[src/rtl/mem_req_arbiter.sv]
// mem_req_arbiter: round-robin arbiter sharing one single-beat DRAM port between NUM_REQ requesters,
// with a watchdog that aborts stalled transactions with an error response.
module mem_req_arbiter #(
   parameter int NUM_REQ    = 3,
   parameter int ADDR_WIDTH = 32,
   parameter int DATA_WIDTH = 32,
   parameter int TIMEOUT    = 1024
) (
   input  logic                          clk,
   input  logic                          rst_n,
   input  logic [NUM_REQ-1:0]            i_req_valid,
   output logic [NUM_REQ-1:0]            o_req_ready,
   input  logic [NUM_REQ-1:0]            i_req_we,
   input  logic [NUM_REQ*ADDR_WIDTH-1:0] i_req_addr,
   input  logic [NUM_REQ*DATA_WIDTH-1:0] i_req_wdata,
   output logic [NUM_REQ-1:0]            o_rsp_valid,
   output logic [DATA_WIDTH-1:0]         o_rsp_rdata,
   output logic                          o_rsp_err,
   output logic                          o_mem_valid,
   input  logic                          i_mem_ready,
   output logic                          o_mem_we,
   output logic [ADDR_WIDTH-1:0]         o_mem_addr,
   output logic [DATA_WIDTH-1:0]         o_mem_wdata,
   input  logic                          i_mem_rsp,
   input  logic [DATA_WIDTH-1:0]         i_mem_rdata,
   output logic                          o_busy
);
   localparam int GW = (NUM_REQ > 1) ? $clog2(NUM_REQ) : 1;
   localparam int CW = $clog2(TIMEOUT) + 1;

   typedef enum logic [1:0] {IDLE, ISSUE, WAIT_RSP} state_t;

   state_t        state, next;
   logic [GW-1:0] last_grant, grant, win;
   logic [GW:0]   sum;
   logic [CW-1:0] cnt;
   logic          found, accept, done, expire;

   // Scan downward so the candidate closest after last_grant is the one left standing.
   always_comb begin
      win = '0;
      found = 1'b0;
      sum = '0;
      for (int i = NUM_REQ; i >= 1; i--) begin
         sum = {1'b0, last_grant} + (GW+1)'(i);
         if (sum >= (GW+1)'(NUM_REQ)) sum = sum - (GW+1)'(NUM_REQ);
         if (i_req_valid[sum[GW-1:0]]) begin
            win = sum[GW-1:0];
            found = 1'b1;
         end
      end
   end

   always_comb begin
      next = state;
      o_req_ready = '0;
      accept = 1'b0;
      done = 1'b0;
      expire = 1'b0;
      case (state)
         IDLE: if (found) begin
            o_req_ready[win] = 1'b1;
            accept = 1'b1;
            next = ISSUE;
         end
         ISSUE: if (i_mem_ready) next = WAIT_RSP;
         WAIT_RSP: begin
            done = i_mem_rsp;
            expire = !i_mem_rsp && cnt == CW'(TIMEOUT - 1);
            if (done || expire) next = IDLE;
         end
         default: next = IDLE;
      endcase
   end

   always_ff @(posedge clk or negedge rst_n)
      if (!rst_n) state <= IDLE;
      else state <= next;

   always_ff @(posedge clk or negedge rst_n) begin
      if (!rst_n) begin
         last_grant <= GW'(NUM_REQ - 1);
         grant <= '0;
         cnt <= '0;
         o_mem_we <= 1'b0;
         o_mem_addr <= '0;
         o_mem_wdata <= '0;
         o_rsp_valid <= '0;
         o_rsp_rdata <= '0;
         o_rsp_err <= 1'b0;
      end else begin
         if (accept) begin
            grant <= win;
            o_mem_we <= i_req_we[win];
            o_mem_addr <= i_req_addr[win*ADDR_WIDTH +: ADDR_WIDTH];
            o_mem_wdata <= i_req_wdata[win*DATA_WIDTH +: DATA_WIDTH];
         end
         if (state == ISSUE && i_mem_ready) cnt <= '0;
         else if (state == WAIT_RSP && cnt != '1) cnt <= cnt + 1'b1;
         o_rsp_valid <= (done || expire) ? NUM_REQ'(1) << grant : '0;
         o_rsp_rdata <= (done && !o_mem_we) ? i_mem_rdata : '0;
         o_rsp_err <= expire;
         if (done || expire) last_grant <= grant;
      end
   end

   assign o_mem_valid = state == ISSUE;
   assign o_busy = state != IDLE;
endmodule

[config.mk]
export PLATFORM = sky130hd
export DESIGN_NAME = mem_req_arbiter
export DESIGN_NICKNAME = d
export VERILOG_FILES = /design/src/rtl/mem_req_arbiter.sv
export SDC_FILE = /design/constraint.sdc
export NUM_CORES = 1
export LEC_CHECK = 0
export ABC_AREA = 1
export CAP_MARGIN = 15
export CORE_MARGIN = 2
export CORE_UTILIZATION = 36
export DETAILED_ROUTE_END_ITERATION = 12
export PLACE_DENSITY = 0.89
export SYNTH_ARGS = -nofsm -noshare
export SYNTH_HDL_FRONTEND = slang
export SYNTH_SLANG_ARGS = --single-unit
[constraint.sdc]
create_clock -name clk -period 1.97 [get_ports clk]
set_input_delay 0.394 -clock clk [delete_from_list [all_inputs] [get_ports clk]]
set_output_delay 0.394 -clock clk [all_outputs]
set_load 0.01 [all_outputs]
==> impl_metrics.env, run 1 <==
export IMPL_endpoint_kind="output port"
export IMPL_syn_num_nets=1088
export IMPL_synth_distinct_cells=27
export IMPL_grt_ovfl_total=0
export IMPL_synth_area_leaders="dfrtp_1, nand2_1, nand3_1, inv_1, nor2_1"
export IMPL_dieArea_um2=18400
export IMPL_routedWlPerCell_um=18.3
export IMPL_finalCritPeriodShare_pct=135
export IMPL_die_w_um=135
export IMPL_yosysWarnings=0
export IMPL_wl_um=27100
export IMPL_powerDensity_nw_per_um2=1870
export IMPL_dp_cells=1406
export IMPL_grt_usage_pct=26.4
export IMPL_hold_slack_ps=465
export IMPL_die_y_um=135
export IMPL_firstDrtPassIters=7
export IMPL_post_route_min_period_ps=2670
export IMPL_vdd_drop_max_v=0.00139
export IMPL_synth_cell_area_um2=6220
export IMPL_dr_total_vias=7540
export IMPL_grt_start_max_net_pins=39
export IMPL_r2r_slack_ps=-450
export IMPL_num_nets_final=1476
export IMPL_synthToLayoutAreaGrowth_pct=85.6
export IMPL_synthCells=850
export IMPL_clock_fmax_mhz=375
export IMPL_critPathKind="reg -> out"
export IMPL_drc_errors=0
export IMPL_ys_seq_area_share_pct=47.5
export IMPL_design_core_area_um2=17100
export IMPL_synth_largest_area_cell="dfrtp_1"
export IMPL_synth_top_area_share_pct=47.0
export IMPL_antenna_left=0
export IMPL_port_buffers=339
export IMPL_violations="setup timing"
export IMPL_htreeDepth=4
export IMPL_layout_drive_gt1_share_pct=13.0
export IMPL_skew_ps=7.83
export IMPL_setup_slack_ps=-697
export IMPL_cts_root_buf="clkbuf_16"
export IMPL_drt_initial_drc_count=398
export IMPL_clk_path_buf_depth=2
export IMPL_maxCapViolCount=0
export IMPL_initial_core_util_pct=36.4
export IMPL_crit_required_ps=1580
export IMPL_worstPathMaxFanout=5
export IMPL_rows=48
export IMPL_boundaryPins=340
export IMPL_hold_class="in -> async"
export IMPL_cp_arrival_ps=2270
export IMPL_place_congestion=0.844
export IMPL_status="finished with violations"
export IMPL_hold_violations=0
export IMPL_worstSkewPairLatency_ps=410
export IMPL_dpl_hpwl_um=17300
export IMPL_cts_tree="yes"
export IMPL_relSlewSlack_pct=60.0
export IMPL_startpoint_type="flip-flop"
export IMPL_power_leakage_nw=5.56
export IMPL_first_global_vias=7315
export IMPL_synth_seq_cells=118
export IMPL_antenna_cells=0
export IMPL_rsz0062_at_grt="true"
export IMPL_cts_sinks=118
export IMPL_fin_cells=1476
export IMPL_syn_area_per_cell_um2=7.32
export IMPL_clk_pin_slew_ps=60
export IMPL_tightest_slew_ps=600
export IMPL_grt_pass1_wl_um=37100
export IMPL_antenna_found_initial=0
export IMPL_viasPerCell=5.11
export IMPL_setup_viol=71
export IMPL_drv_slew=0
export IMPL_fin_util_pct=67.5
export IMPL_cts_buffers=17
-- worst max-delay path, stage by stage, from the launching register on --
cell and delay (ps):
dfstp_2 540, inv_2 60, ha_4 300, buf_6 100
nand2_4 50, nand2_4 90, nand2_8 70, a21oi_4 170
nand2_2 90, buf_6 130, nor3_4 100, buf_2 150
-- power breakdown --
part,switching [mW],internal [mW]
Clock,1.19,1.87
Sequential,0.473,3.33
Combinational,7.56,7.13
Total,9.23,12.3
-- layer usage --
metal	vias up	track usage, %	wire length, um
li1	3501	-	-
met1	3555	27.9	9660
met2	415	48.4	13800
met3	69	7.93	2650
met4	0	11.5	965
met5	-	0	0
-- cell usage in the layout, fill, tap and decap left out, drive strengths merged, types with 6 or more instances in the layout --
| cell type | count |
|---|---|
| buf | 73 |
| nand3 | 209 |
| dfrtp | 117 |
| nand4 | 8 |
| o21ai | 11 |
| clkdlybuf4s50 | 333 |
| inv | 65 |
| nor2 | 54 |
| nand2 | 314 |
| nor3 | 6 |
| clkinv | 6 |
| clkbuf | 27 |
-- logic make-up (layout without fill, tap and decap cells) --
| family | Yosys count | after routing | synth area share (%) |
|---|---|---|---|
| buf+inv | 116 | 517 | 8.74 |
| compound gates | 17 | 17 | 1.51 |
| fa+ha+maj | 4 | 4 | 0.804 |
| simple gates | 593 | 593 | 41.2 |
| flops | 118 | 118 | 47.5 |
| xor+xnor | 2 | 2 | 0.281 |
-- Yosys cell counts --
cell      number
nand2_1      308
nand3_1      208
dfrtp_1      117
inv_1         59
nor2_1        52
buf_2         21
clkbuf_1      17
o21ai_0        9
buf_4          8
nand4_1        8
buf_6          7
nor3_1         5
ha_1           4
inv_2          4
nand2_2        4
a21oi_1        3
nand2_4        2
o21ai_1        2
o31ai_1        2
or2_2          2
xor2_1         2
a21oi_2        1
dfstp_2        1
nand3_2        1
nor2_2         1
nor2_4         1
nor3_2         1
-- layout make-up --
| type | instances | area [um^2] |
|---|---|---|
| clock inverters | 14 | 153 |
| well taps | 225 | 282 |
| repair buffers | 422 | 4610 |
| flip-flops and latches | 118 | 2950 |
| clock buffers | 18 | 429 |
| inverters | 63 | 236 |
| multi-input cells | 616 | 2890 |
| fillers | 1267 | 5560 |
-- registers in the layout, summed over array words and instances (netlist names), 2 cells and up --
name and cells:
o_mem_wdata 32, o_rsp_valid 3, o_rsp_rdata 32, grant 2, last_grant 2, state 2
cnt 11, o_mem_addr 32
-- repair_timing --
| item | in CTS | in global routing |
|---|---|---|
| gates cloned | 7 | 14 |
| pin swaps | 7 | 7 |
| setup buffers | 8 | 9 |
| hold buffers | 1 | 0 |
| hold endpoints to repair | 22 | 0 |
| endpoints found under the setup margin | 72 | 72 |
| gates resized for setup | 40 | 31 |
-- path summary, 6_finish.rpt --
path / cells past startpoint / startpoint / to
hold / removal: 2 / rst_n / o_mem_addr[7]$_DFFE_PN0P_
setup / recovery: 11 / last_grant[1]$_DFFE_PN1P_ / o_req_ready[0]
min in group clk: 1 / grant[1]$_DFFE_PN0P_ / o_rsp_valid[1]$_DFF_PN0_
hold reg to reg: 1 / grant[1]$_DFFE_PN0P_ / o_rsp_valid[1]$_DFF_PN0_
setup reg to reg: 17 / last_grant[1]$_DFFE_PN1P_ / o_mem_wdata[26]$_DFFE_PN0P_
max in group asynchronous: 3 / rst_n / o_mem_addr[19]$_DFFE_PN0P_
-- through the flow --
stage          area (um^2)  setup WS (ps)  power, mW  setup TNS (ps)
2_1_floorplan         6310           -114       10.1            -247
3_3_place_gp         10100           -622       14.2          -29960
3_5_place_dp         10100           -647       14.5          -32960
4_1_cts              11100           -653       19.0          -19650
5_1_grt              11600           -795       22.8          -35140
6_report             11600           -697       21.6          -28400
Note: power is estimated with default switching activity, not from simulation.
==> run 2: changes to the inputs <==
Settings changed: CORE_AREA set to 4 4 129 131, CORE_MARGIN 2 to unset, CORE_UTILIZATION 36 to unset, DIE_AREA set to 0 0 133 135, PLACE_DENSITY 0.89 to 0.94, SKIP_LAST_GASP set to 1.
Clock period 1.97 ns to 3.17 ns, I/O delays scaled along.
==> run 2 against run 1 <==
  * Count of clock-buffer cells in the layout unchanged
  * Worst hold slack got worse by 190 ps
  * Clock skew is 1.1 ps higher
  * Global-route usage fell by 0.50 points
  * Highest routed layer unchanged
  * Clock power is 36% lower
  * Sequential cell count stayed put
  * Sequential share of layout area grew 2.8 points
  * The run now ends clean
  * First-iteration DRC count is 8.0% lower
  * Die area down 2.2%
==> impl_metrics.env, run 2 (synthesis gave the netlist of run 1 again) <==
export IMPL_status="completed"
export IMPL_r2r_cells=13
export IMPL_cts_hold_buffers_added=0
export IMPL_r2r_slack_ps=360
export IMPL_clock_fmax_mhz=331
export IMPL_antenna_left=0
export IMPL_first_global_vias=7127
export IMPL_tightest_slew_ps=792
export IMPL_finalCritPeriodShare_pct=95.3
export IMPL_r2r_start="last_grant[1]$_DFFE_PN1P_"
export IMPL_port_buffers=339
export IMPL_drt_initial_drc_count=366
export IMPL_crit_required_ps=2540
export IMPL_critPathKind="reg -> out"
export IMPL_num_nets_final=1410
export IMPL_grt_start_max_net_pins=66
export IMPL_drc_errors=0
export IMPL_cp_slowest_stage_delay_ps=530
export IMPL_die_y_um=135
export IMPL_cts_buffers=17
export IMPL_boundaryPins=340
export IMPL_final_cell_mix="clkdlybuf4s50_1, nand2_1, nand3_1"
export IMPL_power_leakage_nw=4.97
export IMPL_dr_total_vias=7142
export IMPL_rsz0062_at_grt="true"
export IMPL_viasPerCell=5.09
export IMPL_grt_usage_pct=25.9
export IMPL_worstPathMaxFanout=6
export IMPL_initial_core_util_pct=39.9
export IMPL_htreeDepth=4
export IMPL_cts_root_buf="clkbuf_16"
export IMPL_worstSkewPairLatency_ps=410
export IMPL_cts_sinks=118
export IMPL_relSlewSlack_pct=47.2
export IMPL_place_congestion=0.871
export IMPL_design_core_area_um2=15600
export IMPL_wl_um=23900
export IMPL_fin_util_pct=66.7
export IMPL_grt_ovfl_total=0
export IMPL_worstPathCellList="inv_1 -> ha_4 -> clkbuf_2 -> buf_4 -> nor2_1 -> nor2_2 -> nand2_1 -> o21ai_1 -> nand2_2 -> nand2_4 -> nor3_1 -> clkbuf_2"
export IMPL_post_route_min_period_ps=3020
export IMPL_path_buf_inv=4
export IMPL_synthToLayoutAreaGrowth_pct=67.0
export IMPL_slowest_stage="dfstp_2"
export IMPL_cts_tree="yes"
export IMPL_final_common_cell="clkdlybuf4s50_1"
export IMPL_setup_slack_ps=149
export IMPL_hold_slack_ps=273
export IMPL_grt_pass1_wl_um=36600
export IMPL_hold_violations=0
export IMPL_powerDensity_nw_per_um2=1020
export IMPL_setup_viol=0
export IMPL_maxCapViolCount=0
export IMPL_clk_pin_slew_ps=60
export IMPL_layout_drive_gt1_share_pct=6.33
export IMPL_dieArea_um2=18000
export IMPL_firstDrtPassIters=7
export IMPL_critPathMostFrequentCell="clkbuf_2"
export IMPL_skew_ps=8.89
export IMPL_pre_cts_ws_ps=-10.6
export IMPL_endpoint_kind="output port"
export IMPL_top_regs="o_mem_addr: 32 flops, o_mem_wdata: 32 flops, o_rsp_rdata: 32 flops"
export IMPL_vdd_drop_max_v=0.000683
export IMPL_dpl_hpwl_um=17100
export IMPL_antenna_found_initial=1
export IMPL_cp_arrival_ps=2390
export IMPL_startpoint="last_grant[1]$_DFFE_PN1P_"
export IMPL_crit_family="buffers and inverters"
export IMPL_rows=46
export IMPL_die_w_um=133
export IMPL_startpoint_type="flip-flop"
export IMPL_drv_slew=0
export IMPL_rr_endpoint="o_mem_wdata[29]$_DFFE_PN0P_"
export IMPL_hold_class="in -> async"
export IMPL_clk_path_buf_depth=2
export IMPL_routedWlPerCell_um=17.1
## run 2: changes by cell type in the layout (fill, tap and decap cells not counted), sizes merged, moves of 2 or more
cell           previous run  this run
clkdlybuf4s50           333       335
clkbuf                   27        21
buf                      73        17
bufbuf                    4         0
## run 2: final cells by class
cell class,instances,area (um^2)
fillers,1240,5200
clock buffers,18,429
multi-input cells,616,2780
well taps,216,270
flip-flops and latches,118,2950
clock inverters,14,175
inverters,63,236
repair buffers,356,3550
diodes,1,2.50
## run 2: worst max-delay path by stage
| stage | end | cells after the start | slack, ps |
|---|---|---|---|
| global route | o_req_ready[0] | 12 | -9 |
| global placement | o_req_ready[0] | 8 | -30 |
| CTS | o_req_ready[0] | 11 | -10 |
| detailed placement | o_req_ready[0] | 8 | -10 |
| floorplan | o_req_ready[0] | 11 | 630 |
| finish | o_req_ready[0] | 12 | 150 |
## run 2: stage by stage
stage / setup TNS (ps) / cell area [um^2] / cells / power (mW)
2_1_floorplan: 0 / 6220 / 850 / 6.12
3_5_place_dp: -10.6 / 9740 / 1365 / 8.52
5_1_grt: -8.95 / 10400 / 1402 / 11.4
4_1_cts: -13.8 / 10400 / 1401 / 10.6
6_report: 0 / 10400 / 1402 / 10.6
3_3_place_gp: -26.4 / 9740 / 1365 / 8.34
## run 2: where the power goes
group / leakage, nW / switching [mW] / total (mW) / internal (mW)
clock: 0.287 / 0.729 / 1.97 / 1.24
sequential: 1.53 / 0.291 / 2.36 / 2.07
combinational: 3.15 / 3.74 / 6.24 / 2.49
total: 4.97 / 4.76 / 10.6 / 5.81
## run 2: layer usage
metal | part of all wire (%) | vias up | GRT usage (%)
li1 | - | 3357 | -
met1 | 36 | 3365 | 27.7
met2 | 50 | 358 | 45.4
met3 | 10 | 62 | 9.95
met4 | 3.4 | 0 | 11.6
met5 | 0 | - | 0
## run 2: what timing repair did
action | CTS | global route
pin swaps | 2 | 0
resized for setup | 8 | 6
setup buffers | 4 | 0
endpoints found under the setup margin | 3 | 3
